**config.mk**
```make
export PLATFORM = sky130hd
export DESIGN_NAME = disparity_packer
export DESIGN_NICKNAME = d
export VERILOG_FILES = /design/src/rtl/disparity_pkg.sv /design/src/rtl/disparity_packer_sync_fifo.sv /design/src/rtl/disparity_packer.sv
export SDC_FILE = /design/constraint.sdc
export NUM_CORES = 1
export LEC_CHECK = 0
export CAP_MARGIN = 20
export CORE_MARGIN = 10
export CORE_UTILIZATION = 50
export DETAILED_ROUTE_END_ITERATION = 10
export PLACE_DENSITY = 0.67
export SYNTH_ARGS = -nofsm -noshare
export SYNTH_HDL_FRONTEND = slang
export SYNTH_SLANG_ARGS = --single-unit
```
**constraint.sdc**
```tcl
create_clock -name i_clk -period 8.6 [get_ports i_clk]
set_clock_uncertainty 0.1 [all_clocks]
set_input_delay 1.29 -clock i_clk [delete_from_list [all_inputs] [get_ports i_clk]]
set_output_delay 1.29 -clock i_clk [all_outputs]
set_load 0.01 [all_outputs]
```
**src/rtl/disparity_pkg.sv**
```systemverilog
// Shared word geometry, DBIT derivation and FIFO payload type for disparity_packer.
`default_nettype none

package disparity_pkg;

  localparam int LANES  = 4;
  localparam int LANE_W = 8;
  localparam int WORD_W = 32;

  function automatic int calc_dbit(input int d);
    return (d <= 1) ? 1 : $clog2(d);
  endfunction

  typedef struct packed {
    logic [WORD_W-1:0] tdata;
    logic              tlast;
    logic              tuser;
  } word_t;

endpackage

`default_nettype wire

```
**src/rtl/disparity_packer_sync_fifo.sv**
```systemverilog
// Show-ahead synchronous FIFO; a push while full is only taken if a pop frees a slot that cycle.
`default_nettype none

module sync_fifo #(
  parameter int WIDTH = 8,
  parameter int DEPTH = 8
) (
  input  logic                   i_clk,
  input  logic                   i_rstn,
  input  logic                   push,
  input  logic [WIDTH-1:0]       wdata,
  input  logic                   pop,
  output logic [WIDTH-1:0]       rdata,
  output logic                   full,
  output logic                   empty,
  output logic [$clog2(DEPTH):0] level
);

  localparam int AW = $clog2(DEPTH);

  generate
    if (DEPTH < 2 || (DEPTH & (DEPTH - 1)) != 0) begin : g_depth_check
      $error("sync_fifo: DEPTH must be a power of 2 and >= 2");
    end
  endgenerate

  logic [WIDTH-1:0] mem [DEPTH];
  logic [AW-1:0]    wr_ptr;
  logic [AW-1:0]    rd_ptr;
  logic [AW:0]      count;
  logic             do_push;
  logic             do_pop;

  always_comb begin
    empty   = (count == '0);
    full    = (count == (AW+1)'(DEPTH));
    do_pop  = pop && !empty;
    do_push = push && (!full || do_pop);
    rdata   = empty ? '0 : mem[rd_ptr];
    level   = count;
  end

  always_ff @(posedge i_clk) begin
    if (do_push) mem[wr_ptr] <= wdata;
  end

  // Pointers wrap naturally because DEPTH is a power of 2.
  always_ff @(posedge i_clk or negedge i_rstn) begin
    if (!i_rstn) begin
      wr_ptr <= '0;
      rd_ptr <= '0;
      count  <= '0;
    end else begin
      if (do_push) wr_ptr <= wr_ptr + AW'(1);
      if (do_pop)  rd_ptr <= rd_ptr + AW'(1);
      case ({do_push, do_pop})
        2'b10:   count <= count + (AW+1)'(1);
        2'b01:   count <= count - (AW+1)'(1);
        default: count <= count;
      endcase
    end
  end

endmodule

`default_nettype wire

```
**src/rtl/disparity_packer.sv**
```systemverilog
// Packs per-pixel disparities into 4-lane 32-bit words with line/frame markers,
// buffered in a FIFO; words arriving at a full FIFO are dropped and flagged.
`default_nettype none

module disparity_packer
  import disparity_pkg::*;
#(
  parameter int D          = 64,
  parameter int M          = 450,
  parameter int ROWS       = 375,
  parameter int FIFO_DEPTH = 8
) (
  input  logic                         i_clk,
  input  logic                         i_rstn,
  input  logic                         i_dval,
  input  logic [calc_dbit(D)-1:0]      i_data,
  output logic                         o_tvalid,
  input  logic                         i_tready,
  output logic [WORD_W-1:0]            o_tdata,
  output logic                         o_tlast,
  output logic                         o_tuser,
  output logic                         o_overflow,
  output logic [$clog2(FIFO_DEPTH):0]  o_level
);

  localparam int DBIT  = calc_dbit(D);
  localparam int COL_W = ($clog2(M + 1) < 2) ? 2 : $clog2(M + 1);
  localparam int ROW_W = ($clog2(ROWS + 1) < 1) ? 1 : $clog2(ROWS + 1);

  generate
    if (DBIT > LANE_W) begin : g_dbit_check
      $error("disparity_packer: DBIT must not exceed 8");
    end
  endgenerate

  logic [COL_W-1:0]                col;
  logic [ROW_W-1:0]                row;
  logic [LANES-1:0][LANE_W-1:0]    lanes_q;
  logic [LANES-1:0][LANE_W-1:0]    word_lanes;
  logic [1:0]                      lane;
  logic                            last_col;
  logic                            complete;
  logic                            pop;
  logic                            fifo_full;
  logic                            fifo_empty;
  logic                            overflow;
  word_t                           wr_word;
  word_t                           rd_word;

  always_comb begin
    lane             = col[1:0];
    last_col         = (col == COL_W'(M - 1));
    complete         = i_dval && (lane == 2'd3 || last_col);
    word_lanes       = lanes_q;
    word_lanes[lane] = LANE_W'(i_data);
    wr_word.tdata    = word_lanes;
    wr_word.tlast    = last_col;
    wr_word.tuser    = (row == '0) && (col < COL_W'(LANES));
    pop              = o_tvalid && i_tready;
  end

  // Position and partial-word state advance only on valid beats; the lane
  // register is cleared on completion so unused trailing lanes read as zero.
  always_ff @(posedge i_clk or negedge i_rstn) begin
    if (!i_rstn) begin
      col      <= '0;
      row      <= '0;
      lanes_q  <= '0;
      overflow <= 1'b0;
    end else begin
      if (i_dval) begin
        if (last_col) begin
          col <= '0;
          row <= (row == ROW_W'(ROWS - 1)) ? '0 : row + ROW_W'(1);
        end else begin
          col <= col + COL_W'(1);
        end
        if (complete) lanes_q       <= '0;
        else          lanes_q[lane] <= LANE_W'(i_data);
      end
      if (complete && fifo_full && !pop) overflow <= 1'b1;
    end
  end

  sync_fifo #(
    .WIDTH ($bits(word_t)),
    .DEPTH (FIFO_DEPTH)
  ) u_fifo (
    .i_clk  (i_clk),
    .i_rstn (i_rstn),
    .push   (complete),
    .wdata  (wr_word),
    .pop    (pop),
    .rdata  (rd_word),
    .full   (fifo_full),
    .empty  (fifo_empty),
    .level  (o_level)
  );

  always_comb begin
    o_tvalid   = !fifo_empty;
    o_tdata    = rd_word.tdata;
    o_tlast    = rd_word.tlast;
    o_tuser    = rd_word.tuser;
    o_overflow = overflow;
  end

endmodule

`default_nettype wire

```
Word-level counts from Yosys, hierarchy flattened
Memory sizes are Yosys's and may differ from the RTL's.
Cells that the tools add are included.

word-level totals
  logic and storage cells = 53
  bits in latches = 0
  flip-flop bits (word level) = 61
  memories = 1
  memory bits (read-only) = 0
  memory bits (writable) = 272
  output and inout bits = 40
  input bits = 10

memories
  name        words  width  read ports  clocked after memory_dff  write ports  line                              text
  u_fifo.mem  8      34     1           0                         1            disparity_packer_sync_fifo.sv:27  logic [WIDTH-1:0] mem [DEPTH];

operators by class
  div/mod/pow operators = 0
  multiplexer cells = 10
  bitwise gates (word level) = 0
  multipliers = 0
  order comparisons = 3
  equal/unequal tests = 6
  add/sub/neg operators = 6
  reduce and logical (&&, ||, !) cells = 17
  shift-type cells = 0

operators by type and width
  kind                                                               number
  2-to-1 mux 34 bit                                                  1
  bitwise mux 32 bit                                                 1
  2-to-1 mux 32 bit                                                  1
  adder 9 x 1 -> 9 bit, second input constant                        2
  == test 9 bit, second input constant                               2
  2-to-1 mux 9 bit                                                   2
  demux 8 bit (select 2 bit)                                         1
  logical NOT 9 bit                                                  1
  < comparator 9 x 3 -> 1 bit, second input constant                 1
  logical AND 1 bit                                                  8
  2-to-1 mux 8 bit                                                   1
  one-hot mux 4 bit (2 select lines)                                 1
  adder 3 x 1 -> 3 bit, second input constant                        2
  adder 4 x 1 -> 4 bit, second input constant                        1
  == test 2 bit, second input constant                               2
  == test 4 bit, second input constant                               1
  logical NOT 4 bit                                                  1
  subtractor 4 x 1 -> 4 bit, second input constant                   1
  logical NOT 1 bit                                                  3
  < comparator 2 x 3 -> 1 bit, second input constant                 1
  == test 2 x 1 -> 1 bit, second input constant                      1
  greater-or-equal comparator 2 x 1 -> 1 bit, second input constant  1
  logical OR 1 bit                                                   2
  2-to-1 mux 1 bit                                                   2
  2 further kinds                                                    2

Depth between registers and ports, before layout
Gate-level depths: netlist of the first run.

  depth in word-level cells = 8
  gate-level depth with buffers = 14
  mapped depth without buffers = 12

Cells and area by module
From an unflattened synthesis of the first run, not the netlist that was laid out.

unflattened totals
  cell total of the unflattened synthesis = 733
  area total of the unflattened synthesis = 13455.4 um^2

by module, submodules not included
  module            seq. area each (um^2)  area each (um^2)  times used  cells an instance
  sync_fifo         8418.1                 10949.3           1           497
  disparity_packer  1276.2                 2506.2            1           236

Worst setup path after synthesis of the first run
No wires, ideal clock.

  path type = register -> register
  start = reg col[1]
  end = mem u_fifo.mem[1][0] (netlist bit), enable pin
  data required time = 7.977 ns
  setup slack = 2.579 ns
  period minus slack after synthesis = 6.021 ns
  library setup time = 0.523 ns
  arrival time = 5.398 ns
  cell stages (with the launch flop) = 9
  path buffers = 2
  cell sequence = dfrtp_1 inv_1 ha_1 clkbuf_1 nand4_1 nor2_2 o211ai_2 buf_6 nor4b_1

between the ends
  cells in the longest elaborated chain, start to end = 6
  elaborated cells on any way between the ends = 7
  classes of those cells = eq/ne: 2; mux: 2; reduce/logical: 3

ends and longest elaborated chain
  item                                    line                              text
  from (decl)                             disparity_packer.sv:36            logic [COL_W-1:0] col;
  from (signal assigned)                  disparity_packer.sv:76            col <= col + COL_W'(1);
  == test 9 bit                           disparity_packer.sv:52            last_col = (col == COL_W'(M - 1));
  net last_col                            disparity_packer.sv:41            logic last_col;
  logical OR 1 bit                        disparity_packer.sv:53            complete = i_dval && (lane == 2'd3 || last_col);
  logical AND 1 bit                       disparity_packer.sv:53
  logical AND 1 bit                       disparity_packer_sync_fifo.sv:38  do_push = push && (!full || do_pop);
  2-to-1 mux 1 bit                        disparity_packer_sync_fifo.sv:44  if (do_push) mem[wr_ptr] <= wdata;
  2-to-1 mux 1 bit (not written as such)  disparity_packer_sync_fifo.sv:44
  to (decl)                               disparity_packer_sync_fifo.sv:27

The timed path passes the listed nets, and every way through them passes these cells.

Worst setup path in the final report of the first run
  start = reg u_fifo.rd_ptr[0]
  end = out o_tdata[22]

between the ends
  cells in the longest elaborated chain, start to end = 2

ends and longest elaborated chain
  item                    line                              text
  from (decl)             disparity_packer_sync_fifo.sv:29  logic [AW-1:0] rd_ptr;
  from (signal assigned)  disparity_packer_sync_fifo.sv:55  if (do_pop) rd_ptr <= rd_ptr + AW'(1);
  memory (8 x 34 bit)     -
  2-to-1 mux 34 bit       disparity_packer_sync_fifo.sv:39  rdata = empty ? '0 : mem[rd_ptr];
  to (decl)               disparity_packer.sv:19            output logic [WORD_W-1:0] o_tdata,

Every way passes these cells.

==> results of run 1 <==
==> power breakdown <==
group          total, µW  switching [µW]  internal (µW)
logic               1640             808            829
clock network       1530             592            941
registers           2170             146           2020
==> sequential cells by signal, summed over array words and instances (netlist names) <==
register,cells
u_fifo.level,4
u_fifo.rd_ptr,3
lanes_q,32
row,9
col,9
o_overflow,1
u_fifo.wr_ptr,3
u_fifo.mem,272
==> logic make-up (layout without fill, tap and decap cells) <==
kind of cell | Yosys count | in the layout | share of synthesized area
AO/OA/AOI/OAI | 49 | 49 | 0.0259
XOR/XNOR | 14 | 14 | 0.00916
adder cells (fa/ha/maj) | 12 | 12 | 0.0112
buffers and inverters | 50 | 136 | 0.0153
flip-flops | 333 | 333 | 0.724
multiplexers | 132 | 132 | 0.165
AND/OR/NAND/NOR | 121 | 121 | 0.0495
==> per-stage QoR <==
step | utilization | total power [µW] | cells
after floorplan | - | 3220 | 711
after global routing | 0.592 | 5600 | 1132
after CTS | 0.592 | 5410 | 1131
after global placement | 0.545 | 3810 | 1067
after detailed placement | 0.546 | 3870 | 1068
final | 0.592 | 5340 | 1132
==> area by class of cell <==
type,count,area share
Tap cell,335,0.0270
Clock buffer,44,0.0640
Timing Repair Buffer,64,0.0393
Clock inverter,19,0.0136
Inverter,9,0.00218
Multi-Input combinational cell,328,0.229
Sequential cell,333,0.625
==> layer usage <==
| layer | GRT usage | up-vias | routed length [µm] | part of all wire |
|---|---|---|---|---|
| met5 | 0 | - | 0 | 0 |
| met4 | 0.0397 | 0 | 452 | 0.017 |
| met3 | 0.0316 | 37 | 1410 | 0.052 |
| met2 | 0.275 | 175 | 13600 | 0.51 |
| met1 | 0.208 | 3503 | 11400 | 0.42 |
| li1 | - | 2947 | - | - |
==> cells in the final DEF, fill, tap and decap left out, types with 13 or more instances in the layout <==
cell / Yosys / layout
sky130_fd_sc_hd__clkdlybuf4s50_1: 0 / 48
sky130_fd_sc_hd__a22o_1: 18 / 18
sky130_fd_sc_hd__mux2_2: 28 / 28
sky130_fd_sc_hd__buf_4: 0 / 13
sky130_fd_sc_hd__nor2_1: 43 / 41
sky130_fd_sc_hd__mux2i_1: 36 / 36
sky130_fd_sc_hd__clkbuf_16: 0 / 37
sky130_fd_sc_hd__dfrtp_1: 61 / 58
sky130_fd_sc_hd__mux4_2: 68 / 68
sky130_fd_sc_hd__edfxtp_1: 272 / 272
==> worst max path at each step <==
| stage | slack [ns] | depth (start not counted) | from | endpoint |
|---|---|---|---|---|
| 2_1_floorplan | 2.58 | 8 | col[1]$_DFFE_PN0P_ | u_fifo.mem[1][0]$_DFFE_PP_ |
| 3_3_place_gp | 4.17 | 5 | u_fifo.rd_ptr[0]$_DFFE_PN0P_ | o_tdata[18] |
| 3_5_place_dp | 4.16 | 5 | u_fifo.rd_ptr[0]$_DFFE_PN0P_ | o_tdata[22] |
| 4_1_cts | 3.62 | 5 | u_fifo.rd_ptr[0]$_DFFE_PN0P_ | o_tdata[22] |
| 5_1_grt | 3.46 | 5 | u_fifo.rd_ptr[0]$_DFFE_PN0P_ | o_tdata[19] |
| 6_report | 3.74 | 5 | u_fifo.rd_ptr[0]$_DFFE_PN0P_ | o_tdata[22] |
==> results.md, run 1 <==
- In this run the core area contains 59 standard-cell rows.
- Once detail routing completed, the nets flagged for antenna violations numbered 0.
- The power density normalized to cell area is 344 nW/µm².
- When the netlist entered floorplanning its net count stood at 733.
- Yosys mapped a number of flops with a built-in enable equal to 272.
- The slew of the pin with the lowest slew margin is 1.03 ns.
- The clock passes through at most 3 buffers.
- By area the synthesized netlist is led by sky130_fd_sc_hd__edfxtp_1 (61%), sky130_fd_sc_hd__mux4_2 (11%), sky130_fd_sc_hd__dfrtp_1 (11%).
- The Yosys step of the flow raised 0 warnings.
- The sequential share of the synthesized area is 0.724.
- The total global routing overflow is 0.
- The final wirelength is 26900 µm.
- The first-iteration detailed-routing DRC count is 459.
- The later-pin clock latency in the skew report is 0.50 ns.
- The flow ran to the end, and the final reports show no timing, DRC or antenna violations.
- The path type of the worst setup path is flop to output port.
- Counting flops with an async set or reset pin after synthesis yields a share of 0.183.
- The most frequent cell after synthesis is sky130_fd_sc_hd__edfxtp_1.
- The TritonCTS buffer count is 35.
- Across all hold checks on the routed design, the worst slack comes to 0.378 ns.
- The minimum clock period is 4.86 ns.
- The static leakage is 0.00545 µW.
- For this design, the slowest cell found on the critical path is sky130_fd_sc_hd__dfrtp_4.
- The first detailed-routing pass ran for 4 iterations.
- The combined area of the multi-input logic cells is 3550 µm².
- The signal arrival time at the worst endpoint is 3.47 ns.
- The worst slack at placement is 4.16 ns.
- In this run the number of H-tree levels came out at 2.
- Traced cell by cell, the critical path runs through buf_4, mux4_2, mux2i_1, nor2_1, clkdlybuf4s50_1.
- In the final layout, the share of cells above drive strength 1 is 0.230.
- The via count of the first global-routing pass is 7150.
- The cell taking the most area after synthesis is sky130_fd_sc_hd__edfxtp_1.
- The total of hold buffers inserted after clock tree synthesis is 0.
- The HPWL after detailed placement is 14900 µm.
- Clock-pin slew was measured on the worst setup and hold paths at 0.06 ns.
- The startpoint identified for the worst register-to-register timing path is col[1]$_DFFE_PN0P_.
- The worst-case IR drop observed on VDD is 0.190 mV.
- In this run the critical register-to-register path is captured at u_fifo.mem[6][4]$_DFFE_PP_.
- The category of cells accounting for the largest share of critical-path delay is buffers and inverters.
- The clock sink count is 333.
- After detailed routing, the number of remaining DRC violations is 0.
- The instance area at placement is 14300 µm².
- The die is 184 µm tall.
- Of the available clock period, the critical path in the final layout requires 0.565.
- The final worst-path setup slack is 3.74 ns.
- The type of the worst min-delay path is flop to flop.
- The final hold violation count is 0.
- Headroom to the max-slew limit came out at 0.315.
- Along the worst hold path, the cell count comes to 1.
- Gates resized during post-CTS repair numbered 0.
- After technology mapping, the gate count stands at 711.
- The sequential cells in the finished layout cover a total of 9700 µm².
- In this run, synthesis produced a sequential element count of 333.
- Of the post-synthesis cell area, the dominant cell type holds 0.610.
- The number of cells on the worst reg-to-reg path is 7.
- The final route contains 6662 vias.
- The start point of the worst min-delay path is lanes_q[31]$_DFFE_PN0P_.
- The initial antenna violation count is 0.
- The number of buffers added for setup after CTS is 0.
- The signed area change from the synthesized netlist to the final layout is 15.9%.
- The post-detailed-route via-to-cell ratio is 5.89.
- The delay of the slowest critical-path stage is 0.84 ns.
- In this run the standard cell core region covers 26200 µm².
- The endpoint kind of the worst setup timing path is an output port.
- For hold timing, the worst endpoint is lanes_q[31]$_DFFE_PN0P_.
- The accumulated negative setup slack is 0 ns.
- TritonCTS built the clock tree.
- The number of slew-limit violations in the final report is 0.
- The average footprint of a synthesized cell is 18.8 µm².
- 0 antenna diodes ended up in the layout.
- With fillers left out, the area of the finished cells amounts to 15500 µm².
- For this run, the top clock speed supported by timing is 206 MHz.
- For this run, the post-layout net count is 793.
- At the end of routability-driven placement, the weighted congestion stood at 0.745.
- The initial core utilization is 0.511.
- The critical path launch point type is a flop.
- The root buffer cell is sky130_fd_sc_hd__clkbuf_16.
- The top fanout value on the critical path is 40.
- Entering global routing, the biggest net connects 71 pins.
- Max-cap violations in this run came to 0.
- The unique cell type count in the Yosys netlist is 47.
- Setup violations remaining at the end of the flow were counted as 0.
- The wire length per cell after detailed routing is 23.7 µm.
- Ranked by instance count, the synthesized netlist is headed by sky130_fd_sc_hd__edfxtp_1 (272), sky130_fd_sc_hd__mux4_2 (68), sky130_fd_sc_hd__dfrtp_1 (61).
- The slack of the worst reg-to-reg path is 4.54 ns.
- Among all flip-flop cells after synthesis, the most frequent one is sky130_fd_sc_hd__edfxtp_1.
- Pin placement for this block handled 50 I/O pins.
- Setup repair after global routing left no endpoint under its margin.
- The number of buffers and inverters on the critical path is 2.
- The global-route wire length before repair is 41800 µm.
- The number of input and output port buffers inserted is 49.
- The die width is 184 µm.
- At the worst endpoint, the required time is 7.21 ns.
- The combined area of all synthesized cells is 13400 µm².
- The total die area is 33700 µm².
- For this run, the total global-route usage over all layers was measured as 0.161.
- The number of filler instances in the final layout is 1912.
No activity file was read; power rests on OpenSTA's default activity.
==> run 2: changes to the inputs <==
==> constraint.sdc (replaced) <==
create_clock -name i_clk -period 4.55 [get_ports i_clk]
set_clock_uncertainty 0.1 [all_clocks]
set_input_delay 0.6825 -clock i_clk [delete_from_list [all_inputs] [get_ports i_clk]]
set_output_delay 0.6825 -clock i_clk [all_outputs]
set_load 0.01 [all_outputs]
==> results.md, run 2 (synthesized netlist as in run 1, its figures left out) <==
- Status: completed (unchanged).
- The area inside the core boundary is 26200 µm² (unchanged).
- The wire length per cell after detailed routing is 24.0 µm (was 23.7 µm).
- The path type of the worst setup path was flop to output port (unchanged).
- The total via count after detailed routing is 6713 (was 6662).
- The die outline height is 184 µm (unchanged).
- The clock tree buffer depth is 3 (unchanged).
- The final wirelength is 27300 µm (was 26900 µm).
- The slowest cell on the critical path is sky130_fd_sc_hd__dfrtp_4 (unchanged).
- The root buffer cell is sky130_fd_sc_hd__clkbuf_16 (unchanged).
- The HPWL after detailed placement is 15700 µm (was 14900 µm).
- The post-detailed-route via-to-cell ratio came to 5.90 (was 5.89).
- The TritonCTS clock tree is done (unchanged).
- The number of gates resized after CTS is 0 (unchanged).
- The total die area was 33700 µm² (unchanged).
- The TritonCTS buffer count is 35 (unchanged).
- The overall power was 10200 µW (was 5340 µW).
- The accumulated negative setup slack is 0 ns (unchanged).
- The count of TritonRoute iterations in the first routing pass is 5 (was 4).
- The finished layout cell area is 15600 µm² (was 15500 µm²).
- The total of hold buffers inserted after clock tree synthesis is 0 (unchanged).
- The number of slew-limit violations in the final report is 0 (unchanged).
- The static leakage came to 0.00548 µW (was 0.00545 µW).
- The later-pin clock latency in the skew report is 0.51 ns (was 0.50 ns).
- The number of input and output port buffers inserted is 49 (unchanged).
- The final antenna-violating net count is 0 (unchanged).
- The final worst-path setup slack was 0.712 ns (was 3.74 ns).
- The antenna cell count is 0 (unchanged).
- The power density normalized to cell area is 652 nW/µm² (was 344 nW/µm²).
- The first-iteration detailed-routing DRC count was 565 (was 459).
- The instance area at placement came to 14400 µm² (was 14300 µm²).
- The sequential cell area in the final layout came to 9700 µm² (about the same).
- Dividing the final minimum period by the clock period gives 0.844.
- The cell row count was 59 (unchanged).
- The critical path launch point type is a flop (unchanged).
- The initial core utilization is 0.511 (unchanged).
- The fmax is 261 MHz.
- The die width was 184 µm (unchanged).
- The combined area of the multi-input logic cells is 3550 µm² (unchanged).
- The global-route wire length before repair came to 42800 µm (was 41800 µm).
- The number of ports placed on the die boundary is 50 (unchanged).
- The final net count is 799 (was 793).
- The ratio of cells with drive above 1 in the final layout is 0.232 (was 0.230).
- The filler-free cell count of the finished design was 1138 (was 1132).
- The most flop-heavy register is u_fifo.mem (unchanged).
- The worst slew slack as a fraction of its limit is 0.301 (was 0.315).
- The type of the worst min-delay path is input port to async pin (was flop to flop).
- Unrepaired setup endpoints after global routing: false (unchanged).
- The slew of the pin with the lowest slew margin is 1.05 ns (was 1.03 ns).
- The final hold violation count came to 0 (unchanged).
- The number of DRC violations after detailed routing is 0 (unchanged).
- Sequence of cells on the critical path: buf_4, mux4_2, mux2i_1, nor2_1, clkdlybuf4s50_1 (unchanged).
- The most common cell after layout, fill and taps aside is sky130_fd_sc_hd__edfxtp_1 (unchanged).
- The highest ir drop seen on vdd was 0.344 mV (was 0.190 mV).
- The worst slack at placement is 1.17 ns (was 4.16 ns).
- The number of flip-flops under the largest register name came to 272 (unchanged).
- The required time at the endpoint of the critical path was 3.77 ns (was 7.21 ns).
- The total global routing overflow came to 0 (unchanged).
- The number of filler instances in the final layout came to 1887 (was 1912).
- The total of max-cap violations is 0 (unchanged).
- The all-layer global routing usage is 0.166 (was 0.161).
- The delay of the slowest critical-path stage is 0.93 ns (was 0.84 ns).
- Commonest cells after routing, fill and taps aside: sky130_fd_sc_hd__edfxtp_1 (272), sky130_fd_sc_hd__mux4_2 (68), sky130_fd_sc_hd__dfrtp_1 (58), sky130_fd_sc_hd__clkdlybuf4s50_1 (48), sky130_fd_sc_hd__nor2_1 (41) (unchanged).
- The initial antenna violation count came to 0 (unchanged).
- The minimum clock period is 3.84 ns.
- The via count of the first global-routing pass is 7275 (was 7150).
- Largest registers: u_fifo.mem x272, lanes_q x32 (unchanged).
- The cell count after placement is 1075 (was 1068).
- The number of buffers added for setup after CTS is 0 (unchanged).
- The signed area change from the synthesized netlist to the final layout is 16.4% (was 15.9%).
- The signal arrival time at the worst endpoint is 3.06 ns (was 3.47 ns).
- The top fanout value on the critical path is 36 (was 40).
- The endpoint kind of the worst setup timing path is an output port (unchanged).
- The maximum number of pins on one net before global-route repair is 71 (unchanged).
- The clock-pin slew on the worst setup and hold paths came to 0.06 ns (about the same).
- The clock sink count came to 333 (unchanged).
- The last weighted congestion value of the routability-driven placer was 0.777 (was 0.745).
- The number of setup violations in the final report is 0 (unchanged).
- The maximum level of the CTS H-tree came to 2 (unchanged).
## run 2: cell types whose count changed in the layout (fill, tap and decap cells not counted), moves of 2 or more
cell                       previous run  this run
sky130_fd_sc_hd__buf_12               0         3
sky130_fd_sc_hd__buf_4               13        18
sky130_fd_sc_hd__clkbuf_1             3         9
sky130_fd_sc_hd__clkbuf_8             4         2
sky130_fd_sc_hd__clkinv_1             5         2
sky130_fd_sc_hd__clkinv_4             3         0
## run 2: layout make-up
| type | count | area share |
|---|---|---|
| tap | 335 | 0.0269 |
| sequential | 333 | 0.623 |
| inverter | 9 | 0.00217 |
| timing repair buffer | 70 | 0.0437 |
| multi-input combinational | 328 | 0.228 |
| clock inverter | 15 | 0.0134 |
| clock buffer | 48 | 0.0634 |
## run 2: worst paths after layout
| path | startpoint | to | slack (ns) | cells past startpoint |
|---|---|---|---|---|
| max | u_fifo.rd_ptr[0]$_DFFE_PN0P_ | o_tdata[16] | 0.71 | 5 |
| min | i_rstn | u_fifo.level[3]$_DFFE_PN0P_ | 0.09 | 1 |
| max reg2reg | col[1]$_DFFE_PN0P_ | u_fifo.level[2]$_DFFE_PN0P_ | 1.17 | 12 |
| min reg2reg | lanes_q[31]$_DFFE_PN0P_ | lanes_q[31]$_DFFE_PN0P_ | 0.37 | 1 |
| max in group asynchronous | i_rstn | col[0]$_DFFE_PN0P_ | 3.31 | 2 |
| min in group i_clk | lanes_q[31]$_DFFE_PN0P_ | lanes_q[31]$_DFFE_PN0P_ | 0.37 | 1 |
## run 2: critical path, delay by kind of cell (launching register included)
kind	cells	cell delay, ns
simple gates	1	0.07
mux	2	0.68
buf+inv	2	0.85
flops	1	0.93
## run 2: report_power, final
part | switching, µW | leakage [µW] | internal, µW | total [µW]
clock network | 1110 | 0.000575 | 1810 | 2920
registers | 486 | 0.00329 | 3820 | 4310
logic | 1330 | 0.00162 | 1600 | 2930
total | 2930 | 0.00548 | 7230 | 10200
## run 2: per-layer routing
metal / up-vias / wire length [µm] / part of all wire / track usage
li1: 2957 / - / - / -
met2: 175 / 13800 / 0.51 / 0.278
met1: 3545 / 11700 / 0.43 / 0.221
met3: 36 / 1280 / 0.047 / 0.0296
met5: - / 0 / 0 / 0
met4: 0 / 480 / 0.018 / 0.0426
## run 2: stage by stage
| stage | util | hold WS, ns |
|---|---|---|
| after global placement | 0.549 | 0.365 |
| final | 0.594 | 0.0872 |
| after global routing | 0.594 | 0.124 |
| after CTS | 0.594 | 0.0981 |
| after detailed placement | 0.549 | 0.366 |
| after floorplan | - | 0.287 |
